### src/rtl/serial_sub_if.sv
// Handshake/operand/result bundle for serial_sub.
// The ovf signal exists only when SERIAL_SUB_OVF_EN is defined.
interface serial_sub_if #(
    parameter int WIDTH = 8
);
    logic             start;
    logic [WIDTH-1:0] a;
    logic [WIDTH-1:0] b;
    logic             busy;
    logic             done;
    logic [WIDTH-1:0] diff;
    logic             bout;
`ifdef SERIAL_SUB_OVF_EN
    logic             ovf;

    modport master (output start, a, b, input busy, done, diff, bout, ovf);
    modport slave  (input start, a, b, output busy, done, diff, bout, ovf);
`else
    modport master (output start, a, b, input busy, done, diff, bout);
    modport slave  (input start, a, b, output busy, done, diff, bout);
`endif
endinterface

### src/rtl/serial_sub.sv
// Bit-serial unsigned subtractor, LSB first, one full-subtractor bit per clock.
// Define SERIAL_SUB_OVF_EN to add the signed-overflow flag (bus.ovf).
module serial_sub #(
    parameter int WIDTH = 8
) (
    input  logic        clk,
    input  logic        rst,
    serial_sub_if.slave bus
);
    localparam int CW = $clog2(WIDTH + 1);
    localparam logic [CW-1:0] LAST = CW'(WIDTH - 1);

    typedef enum logic [1:0] {IDLE, SHIFT, DONE} state_t;

    state_t           state_q, state_d;
    logic [WIDTH-1:0] a_q, a_d;
    logic [WIDTH-1:0] b_q, b_d;
    logic [WIDTH-1:0] res_q, res_d;
    logic             br_q, br_d;
    logic [CW-1:0]    cnt_q, cnt_d;
    logic             bit_d;
    logic             br_nxt;
`ifdef SERIAL_SUB_OVF_EN
    logic             ovf_q, ovf_d;
`endif

    // Operand bit 0 is the current bit; the result fills from the MSB so that
    // after WIDTH shifts it is aligned and doubles as the held diff output.
    always_comb begin
        state_d = state_q;
        a_d     = a_q;
        b_d     = b_q;
        res_d   = res_q;
        br_d    = br_q;
        cnt_d   = cnt_q;
`ifdef SERIAL_SUB_OVF_EN
        ovf_d   = ovf_q;
`endif
        bit_d   = a_q[0] ^ b_q[0] ^ br_q;
        br_nxt  = (~a_q[0] & b_q[0]) | (~(a_q[0] ^ b_q[0]) & br_q);

        case (state_q)
            IDLE, DONE: begin
                if (bus.start) begin
                    state_d = SHIFT;
                    a_d     = bus.a;
                    b_d     = bus.b;
                    br_d    = 1'b0;
                    cnt_d   = '0;
                end else begin
                    state_d = IDLE;
                end
            end
            SHIFT: begin
                a_d   = a_q >> 1;
                b_d   = b_q >> 1;
                res_d = {bit_d, res_q[WIDTH-1:1]};
                br_d  = br_nxt;
                cnt_d = cnt_q + 1'b1;
                if (cnt_q == LAST) begin
                    state_d = DONE;
`ifdef SERIAL_SUB_OVF_EN
                    // On the last bit, operand bit 0 holds each MSB and bit_d the diff MSB.
                    ovf_d = (a_q[0] ^ b_q[0]) & (a_q[0] ^ bit_d);
`endif
                end
            end
            default: state_d = IDLE;
        endcase
    end

    always_ff @(posedge clk) begin
        if (rst) begin
            state_q <= IDLE;
            a_q     <= '0;
            b_q     <= '0;
            res_q   <= '0;
            br_q    <= 1'b0;
            cnt_q   <= '0;
`ifdef SERIAL_SUB_OVF_EN
            ovf_q   <= 1'b0;
`endif
        end else begin
            state_q <= state_d;
            a_q     <= a_d;
            b_q     <= b_d;
            res_q   <= res_d;
            br_q    <= br_d;
            cnt_q   <= cnt_d;
`ifdef SERIAL_SUB_OVF_EN
            ovf_q   <= ovf_d;
`endif
        end
    end

    assign bus.busy = (state_q == SHIFT);
    assign bus.done = (state_q == DONE);
    assign bus.diff = res_q;
    assign bus.bout = br_q;
`ifdef SERIAL_SUB_OVF_EN
    assign bus.ovf  = ovf_q;
`endif
endmodule

### src/flat_wrapper.sv
// flat-port wrapper written by rule: the top's interface ports become plain ports
module serial_sub_flat 
#(
    parameter int WIDTH = 8
)
  (clk, rst, bus_start, bus_a, bus_b, bus_busy, bus_done, bus_diff, bus_bout);
  serial_sub_if #(.WIDTH(WIDTH)) bus_i ();
  input  logic clk;
  input  logic rst;
  input wire logic [$bits(bus_i.start)-1:0] bus_start;
  input wire logic [$bits(bus_i.a)-1:0] bus_a;
  input wire logic [$bits(bus_i.b)-1:0] bus_b;
  output wire logic [$bits(bus_i.busy)-1:0] bus_busy;
  output wire logic [$bits(bus_i.done)-1:0] bus_done;
  output wire logic [$bits(bus_i.diff)-1:0] bus_diff;
  output wire logic [$bits(bus_i.bout)-1:0] bus_bout;
  assign bus_i.start = bus_start;
  assign bus_i.a = bus_a;
  assign bus_i.b = bus_b;
  assign bus_busy = bus_i.busy;
  assign bus_done = bus_i.done;
  assign bus_diff = bus_i.diff;
  assign bus_bout = bus_i.bout;
  serial_sub #(.WIDTH(WIDTH)) u_core (.clk(clk), .rst(rst), .bus(bus_i));
endmodule
### config.mk
export PLATFORM = sky130hd
export DESIGN_NAME = serial_sub_flat
export DESIGN_NICKNAME = d
export VERILOG_FILES = /design/src/rtl/serial_sub_if.sv /design/src/rtl/serial_sub.sv /design/src/flat_wrapper.sv
export SDC_FILE = /design/constraint.sdc
export NUM_CORES = 1
export LEC_CHECK = 0
export BUFFER_PORTS_ARGS = -buffer_cell sky130_fd_sc_hd__clkbuf_2
export CORE_MARGIN = 3
export CORE_UTILIZATION = 40
export CTS_BUF_LIST = sky130_fd_sc_hd__clkbuf_2
export DETAILED_ROUTE_END_ITERATION = 16
export HOLD_SLACK_MARGIN = 0.02
export PLACE_DENSITY_LB_ADDON = 0.1
export SLEW_MARGIN = 10
export SYNTH_ARGS = -nofsm -noshare
export SYNTH_HDL_FRONTEND = slang
export SYNTH_SLANG_ARGS = --single-unit
### constraint.sdc
create_clock -name clk -period 1.8 [get_ports clk]
set_input_delay 0.36 -clock clk [delete_from_list [all_inputs] [get_ports clk]]
set_output_delay 0.36 -clock clk [all_outputs]
set_load 0.005 [all_outputs]
# Word-level counts from Yosys, hierarchy flattened
# Cells that the tools add are included.
[classes]
add_sub_neg = 1
reduce_logical = 4
bitwise = 7
eq_ne = 5
n_mux = 11
[op_table]
columns = ["op", "count"]
rows = [
  ["$pmux 8 s2", 2],
  ["$mux 8", 2],
  ["$pmux 4 s2", 1],
  ["$add 4x1->4 const B", 1],
  ["$eq 4x3->1 const B", 1],
  ["$mux 4", 1],
  ["$pmux 2 s2", 1],
  ["$and 1x1->1", 2],
  ["$eq 2x1->1 const B", 1],
  ["$eq 2x2->1 const B", 1],
  ["$logic_not 2->1", 1],
  ["$mux 1", 2],
  ["$mux 2", 1],
  ["$ne 2x1->1 const B", 1],
  ["$ne 2x2->1 const B", 1],
  ["$not 1->1", 2],
  ["$pmux 1 s2", 1],
  ["$reduce_and 2->1", 1],
  ["$reduce_bool 2->1", 1],
  ["$reduce_or 2->1", 1],
  ["$xor 1x1->1", 2],
  ["$or 1x1->1", 1],
]
[word_totals]
ff_bits = 31
input_bits = 19
wordCells = 34

# Depth between registers and ports, before layout
# Gate-level depths: netlist (run 1).
[depth]
depth_word = 5
mapped_depth = 7
mapped_depth_nobuf = 4

# Worst setup path after synthesis (run 1)
# Ideal clock, no wire load.
[synth_timing]
path_type = "register to output"
from = "register u_core.state_q[1]"
to = "output bus_busy"
stages_incl_launch_ff = 6
arrival_ps = 858
path_slack_ps = 582
n_path_buf = 3
required_ps = 1440
cell_sequence = "dfxtp_1 > nand2b_1 > buf_6 > inv_2 > buf_6 > buf_8"
[synth_between]
elab_chain_len = 1
[synth_lines]
columns = ["item", "line", "rtl"]
rows = [
  ["start: declaration", "serial_sub.sv:15", "state_t state_q, state_d;"],
  ["start signal: assignment", "serial_sub.sv:84", "state_q <= state_d;"],
  ["$eq 2x1->1", "serial_sub.sv:96", "assign bus.busy = (state_q == SHIFT);"],
  ["end: declaration", "flat_wrapper.sv:13", "output wire logic [$bits(bus_i.busy)-1:0] bus_busy;"],
]
# No other way between the ends.

# Worst setup path after layout (run 1)
# Same ends and word-level chain as after synthesis.

==> out/metrics.yaml, run 1 <==
grt_overflow: 0
hold_ws_ns: 0.222
place.gp.congestion: 0.698
required_ns: 1.44
grt_pass1_wl_um: 4480
synth_edf_count: 0
finalPower_mw: 1.20
cts-buffers-inserted: 5
nFillCells: 290
rsz0062_at_grt: "no"
cts.path.max_buffers: 2
crit_type: "reg2out"
yosysMostFrequentCell: "dfxtp_1"
slew_violations: 0
worstMarginPinSlew_ns: 0.292
boundaryPins: 30
path_clk_slew_ns: 0.14
worst_path_dominant_cell_family: "buffers and inverters"
syn_inst: 144
grtUsageTotal_pct: 14.3
drt-vias-per-instance: 5.32
hpwlAfterDp_um: 1700
tns_ns: 0
p_comb_share_pct: 13.5
antennaDiodeCount: 0
leakage_nw: 0.579
netlist_top_cells_area: "dfxtp_1, a21oi_1, a22oi_1"
ant_nets: 0
slew_headroom_pct: 80.5
p_seq_share_pct: 61.5
post_drt_wl_per_cell_um: 12.2
io_buffers: 29
post_cts_buffers: 0
run_status: "complete, no violations"
dieArea_mm2: 0.00394
min-delay-path-class: "in2reg"
cts_hold_buf: 0
path_max_fanout: 16
grt_pass1_vias: 1008
synthArstFlopShare_pct: 0
crit_slowest_cell: "dfxtp_1"
drt_wl_total_um: 2600
yosysTopAreaCell: "dfxtp_1"
switching_share_pct: 27.3
clk_latency_ns: 0.35
powerDensity_mw_per_mm2: 820
synth_top_area_share_pct: 48.2
syn_avg_cell_area_um2: 8.94
ys_types: 26
cts_root_buf: "clkbuf_2"
drt_first_pass_iters: 4
clock_skew_ns: 0.00865
synthTopCellsByCount: "dfxtp_1, a21oi_1, nand2_1, nand3_1, a22oi_1"
syn_to_final_growth_pct: 13.7
fp.dieW_um: 62.7
antenna_found_initial: 0
start_kind: "flop"
syn_nets: 165
dieHeight_um: 62.7
ys_warn_count: 0
grt_max_degree: 28
setup_ws_ns: 0.194
p_switching_mw: 0.328
hold_viol: 0
cp_cell_sequence: "nand2b_1 > inv_2 > clkbuf_2"
maxCapViolations: 0
fin_util_pct: 50.5
slowest_delay_ns: 0.33
drc: 0
nets: 193
core_mm2: 0.00290
cts.sinks: 31
crit_buf_inv: 2
start_util_pct: 44.4
finalSetupViolations: 0
ys_ff_latch: 31
num_rows: 19
first_iter_violations: 69
max_freq_mhz: 623
crit_arrival_ns: 1.25
p_int_mw: 0.872
ir_worst_vdd_uv: 338
vias: 1133
place_ws_ns: 0.432
syn_area_mm2: 0.00129
setup.worst_path.end_class: "primary output"
drive_above_1_share_pct: 26.3
pwr-share-clk_pct: 25.0
cts_tree: "yes"
finalCritPeriodShare_pct: 89.2
ys_seq_area_share_pct: 48.2
seqCellArea_um2: 621
h-tree-depth: 2
period_minus_slack_ns: 1.61
synth_flop_cell: "dfxtp_1"
multi_input_area_um2: 571
cts_resized: 0
[per-stage QoR]
step                      std cells  instance area [um^2]
after detailed placement        207                  1430
final                           213                  1460
after global routing            213                  1460
after CTS                       213                  1460
after global placement          207                  1430
after floorplan                 144                  1290
[tightest hold or removal path, delay by kind of cell]
family,cells,cell delay (ns)
AO/OA/AOI/OAI,1,0.05
AND/OR/NAND/NOR,1,0.04
buffers and inverters,1,0.08
[layer usage]
metal / track usage (%) / vias up / routed length (um)
li1: - / 561 / -
met1: 17.1 / 534 / 1200
met2: 22.2 / 32 / 1210
met3: 6.65 / 6 / 151
met4: 5.51 / 0 / 39
met5: 0 / - / 0
[final cells by class]
cell class,instances,share of cell area (%)
flip-flops and latches,31,42.4
repair buffers,34,12.5
clock buffers,6,2.05
inverters,2,0.513
well taps,42,3.59
multi-input cells,98,39.0
[power by group through the flow]
stage                     clock [mW]  combinational (mW)  sequential [mW]
after floorplan                    0               0.125            0.750
after global placement             0               0.158            0.752
final                          0.300               0.162            0.739
after CTS                      0.311               0.162            0.738
after global routing           0.353               0.183            0.744
after detailed placement           0               0.162            0.754
[state kept, by name, indices dropped and copies added, names as in the netlist]
| name | flops |
|---|---|
| u_core.a_q | 8 |
| u_core.b_q | 8 |
| u_core.bus.diff | 8 |
| u_core.cnt_q | 4 |
| u_core.state_q | 2 |
| u_core.bus.bout | 1 |
[path summary, 6_finish.rpt]
| check | startpoint | to | slack, ns | cells after the start |
|---|---|---|---|---|
| hold reg to reg | u_core.bus.diff[0] | u_core.bus.diff[0] | 0.47 | 2 |
| setup reg to reg | u_core.state_q[1] | u_core.cnt_q[2] | 0.41 | 4 |
| setup / recovery | u_core.state_q[1] | bus_busy | 0.19 | 3 |
| hold / removal | bus_a[7] | u_core.a_q[7] | 0.22 | 3 |
[cells by family (layout without fill, tap and decap cells)]
logic type,after synthesis,in the layout,synth area share (%)
flip-flops,31,31,48.2
AND/OR/NAND/NOR,50,50,19.1
multiplexers,2,2,2.04
AO/OA/AOI/OAI,44,44,20.6
buffers and inverters,15,42,7.48
adder cells (fa/ha/maj),2,2,2.53
[cells in the final DEF (no fill, tap or decap), drive strengths merged]
master   n
a211oi   2
a21oi   28
a22oi   14
and2b    1
buf      5
clkbuf  35
dfxtp   31
fa       1
ha       1
inv      2
mux2     2
nand2   19
nand2b   3
nand3   19
nand3b   1
nand4    1
nor2     3
nor2b    1
nor3b    1
nor4b    1
Power figures use the tool's default switching activity.
==> inputs of run 2 (changes only) <==
- GPL_ROUTABILITY_DRIVEN: default -> 0
- PLACE_DENSITY_LB_ADDON: 0.1 -> default
==> run 2 against run 1 <==
Compared with the run above:
- register-to-register slack worse by 0.03 ns
- worst setup slack better by 0.0018 ns
- global-route usage up 1.6 points
- first-iteration DRC count down 58%
- via count down 1.9%
- wire length up 6.0%
- sequential power about the same
- critical endpoint unchanged
- highest routed layer unchanged
==> out/metrics.yaml, run 2 (synthesis results as in run 1) <==
crit_slowest_cell: "dfxtp_1"
cts.path.max_buffers: 2  # unchanged
grt_overflow: 0  # unchanged
drt-vias-per-instance: 5.17  # -2.8%
p_int_mw: 0.872  # about the same
nets: 193  # unchanged
required_ns: 1.44  # about the same
run_status: "complete, no violations"
busiest_layer: "met2"
seqCellArea_um2: 621  # unchanged
ant_nets: 0  # unchanged
use_met3_pct: 5.40  # -1.3 points
drc: 0  # unchanged
post_cts_buffers: 0  # unchanged
ir_worst_vdd_uv: 311  # -7.9%
antennaDiodeCount: 0  # unchanged
drt_wl_total_um: 2750  # +6.0%
first_iter_violations: 29  # -58%
clk_latency_ns: 0.37  # +0.02 ns
slew_headroom_pct: 77.4  # -3.1 points
r2r_cells: 4  # unchanged
start_kind: "flop"
startpoint: "u_core.state_q[1]"
finalSetupViolations: 0  # unchanged
post_drt_wl_per_cell_um: 12.8  # +5.0%
fin_util_pct: 50.9  # +0.43 points
grt_pass1_wl_um: 4890  # +9.1%
place_ws_ns: 0.461  # +0.0288 ns
grtUsageTotal_pct: 16.0  # +1.6 points
hpwlAfterDp_um: 1730  # +1.8%
path_depth: 3  # unchanged
final_common_cell: "clkbuf_2"
vias: 1112  # -1.9%
min-delay-path-class: "in2reg"
setup.worst_path.end_class: "primary output"
drt_first_pass_iters: 4  # unchanged
reg2reg_slack_ns: 0.38  # -0.03 ns
path_clk_slew_ns: 0.16  # +0.02 ns
nFillCells: 323  # +11%
cts.sinks: 31  # unchanged
finalPower_mw: 1.24  # +3.0%
dieArea_mm2: 0.00394  # unchanged
max_freq_mhz: 623  # +0.11%
period_minus_slack_ns: 1.60  # -0.00181 ns
crit_buf_inv: 2  # unchanged
start_util_pct: 44.4  # unchanged
leakage_nw: 0.578  # -0.17%
crit_type: "reg2out"
final_cell_mix: "clkbuf_2, dfxtp_1, a21oi_1"
cts-buffers-inserted: 5  # unchanged
syn_to_final_growth_pct: 14.7
pwr-share-clk_pct: 27.0  # +2.0 points
path_max_fanout: 23  # +7
cts_tree: "yes"
boundaryPins: 30  # unchanged
hold_ws_ns: 0.194  # -0.0273 ns
met2_usage_pct: 26.5  # +4.3 points
dieHeight_um: 62.7  # unchanged
p_switching_mw: 0.365  # +11%
clock_skew_ns: 0.0152  # +0.00651 ns
crit_arrival_ns: 1.24  # about the same
gr-usage-met1_pct: 17.4  # +0.28 points
maxCapViolations: 0  # unchanged
fp.dieW_um: 62.7  # unchanged
grt_pass1_vias: 1100  # +9.1%
switching_share_pct: 29.5  # +2.1 points
h-tree-depth: 2  # unchanged
slowest_delay_ns: 0.33  # about the same
rsz0062_at_grt: "no"
worst_path_dominant_cell_family: "buffers and inverters"
slew_violations: 0  # unchanged
drive_above_1_share_pct: 26.0  # -0.30 points
crit_end: "bus_busy"
num_rows: 19  # unchanged
p_comb_share_pct: 13.1  # -0.4 points
io_buffers: 29  # unchanged
regToRegStartpoint: "u_core.state_q[1]"
finalCritPeriodShare_pct: 89.1  # -0.10 points
worstMarginPinSlew_ns: 0.339  # +0.0472 ns
cp_cell_sequence: "nand2b_1 > inv_4 > clkbuf_2"
p_seq_share_pct: 59.8  # -1.7 points
setup_ws_ns: 0.195  # +0.00181 ns
powerDensity_mw_per_mm2: 838  # +2.1%
antenna_found_initial: 0  # unchanged
hold_viol: 0  # unchanged
grt_max_degree: 28  # unchanged
reg2reg_to: "u_core.cnt_q[2]"
core_mm2: 0.00290  # unchanged
multi_input_area_um2: 571  # unchanged
cts_root_buf: "clkbuf_2"
tns_ns: 0  # unchanged
run 2: cell type report:
type / instances / area share (%)
Tap cell: 42 / 3.56
Sequential cell: 31 / 42.0
Timing Repair Buffer: 34 / 12.4
Clock buffer: 5 / 1.69
Multi-Input combinational cell: 98 / 38.6
Clock inverter: 3 / 1.02
Inverter: 2 / 0.678
run 2: worst min-delay path by stage:
| stage | start | to | slack (ns) | cells past startpoint |
|---|---|---|---|---|
| after floorplan | u_core.cnt_q[3] | u_core.state_q[1] | 0.44 | 1 |
| after global placement | u_core.bus.diff[0] | u_core.bus.diff[0] | 0.45 | 2 |
| after detailed placement | u_core.a_q[3] | u_core.a_q[3] | 0.46 | 2 |
| after CTS | bus_b[7] | u_core.b_q[7] | 0.17 | 3 |
| after global routing | bus_b[7] | u_core.b_q[7] | 0.14 | 3 |
| final | bus_a[7] | u_core.a_q[7] | 0.19 | 3 |
run 2: stage by stage:
stage               cell area, um^2  cells
finish                         1480    215
global route                   1480    215
CTS                            1470    215
detailed placement             1430    207
global placement               1430    207
floorplan                      1290    144
run 2: layer usage:
layer	part of all wire [%]	up-vias
met3	5.7	6
met4	1.5	0
met5	0	-
met2	48	33
met1	45	509
li1	-	564
run 2: power groups by stage:
stage / Combinational, mW / Sequential, mW / Clock [mW]
2_1_floorplan: 0.125 / 0.750 / 0
3_3_place_gp: 0.159 / 0.752 / 0
3_5_place_dp: 0.162 / 0.754 / 0
4_1_cts: 0.162 / 0.740 / 0.350
5_1_grt: 0.184 / 0.746 / 0.392
6_report: 0.163 / 0.740 / 0.334
run 2: timing repair:
item,CTS,global route
hold buffers,0,0
gates resized for setup,0,2
endpoints found under the setup margin,0,1
run 2: tightest hold or removal path: stages:
cell and delay (ns):
clkbuf_2 0.08, nand2_1 0.04, a21oi_1 0.05
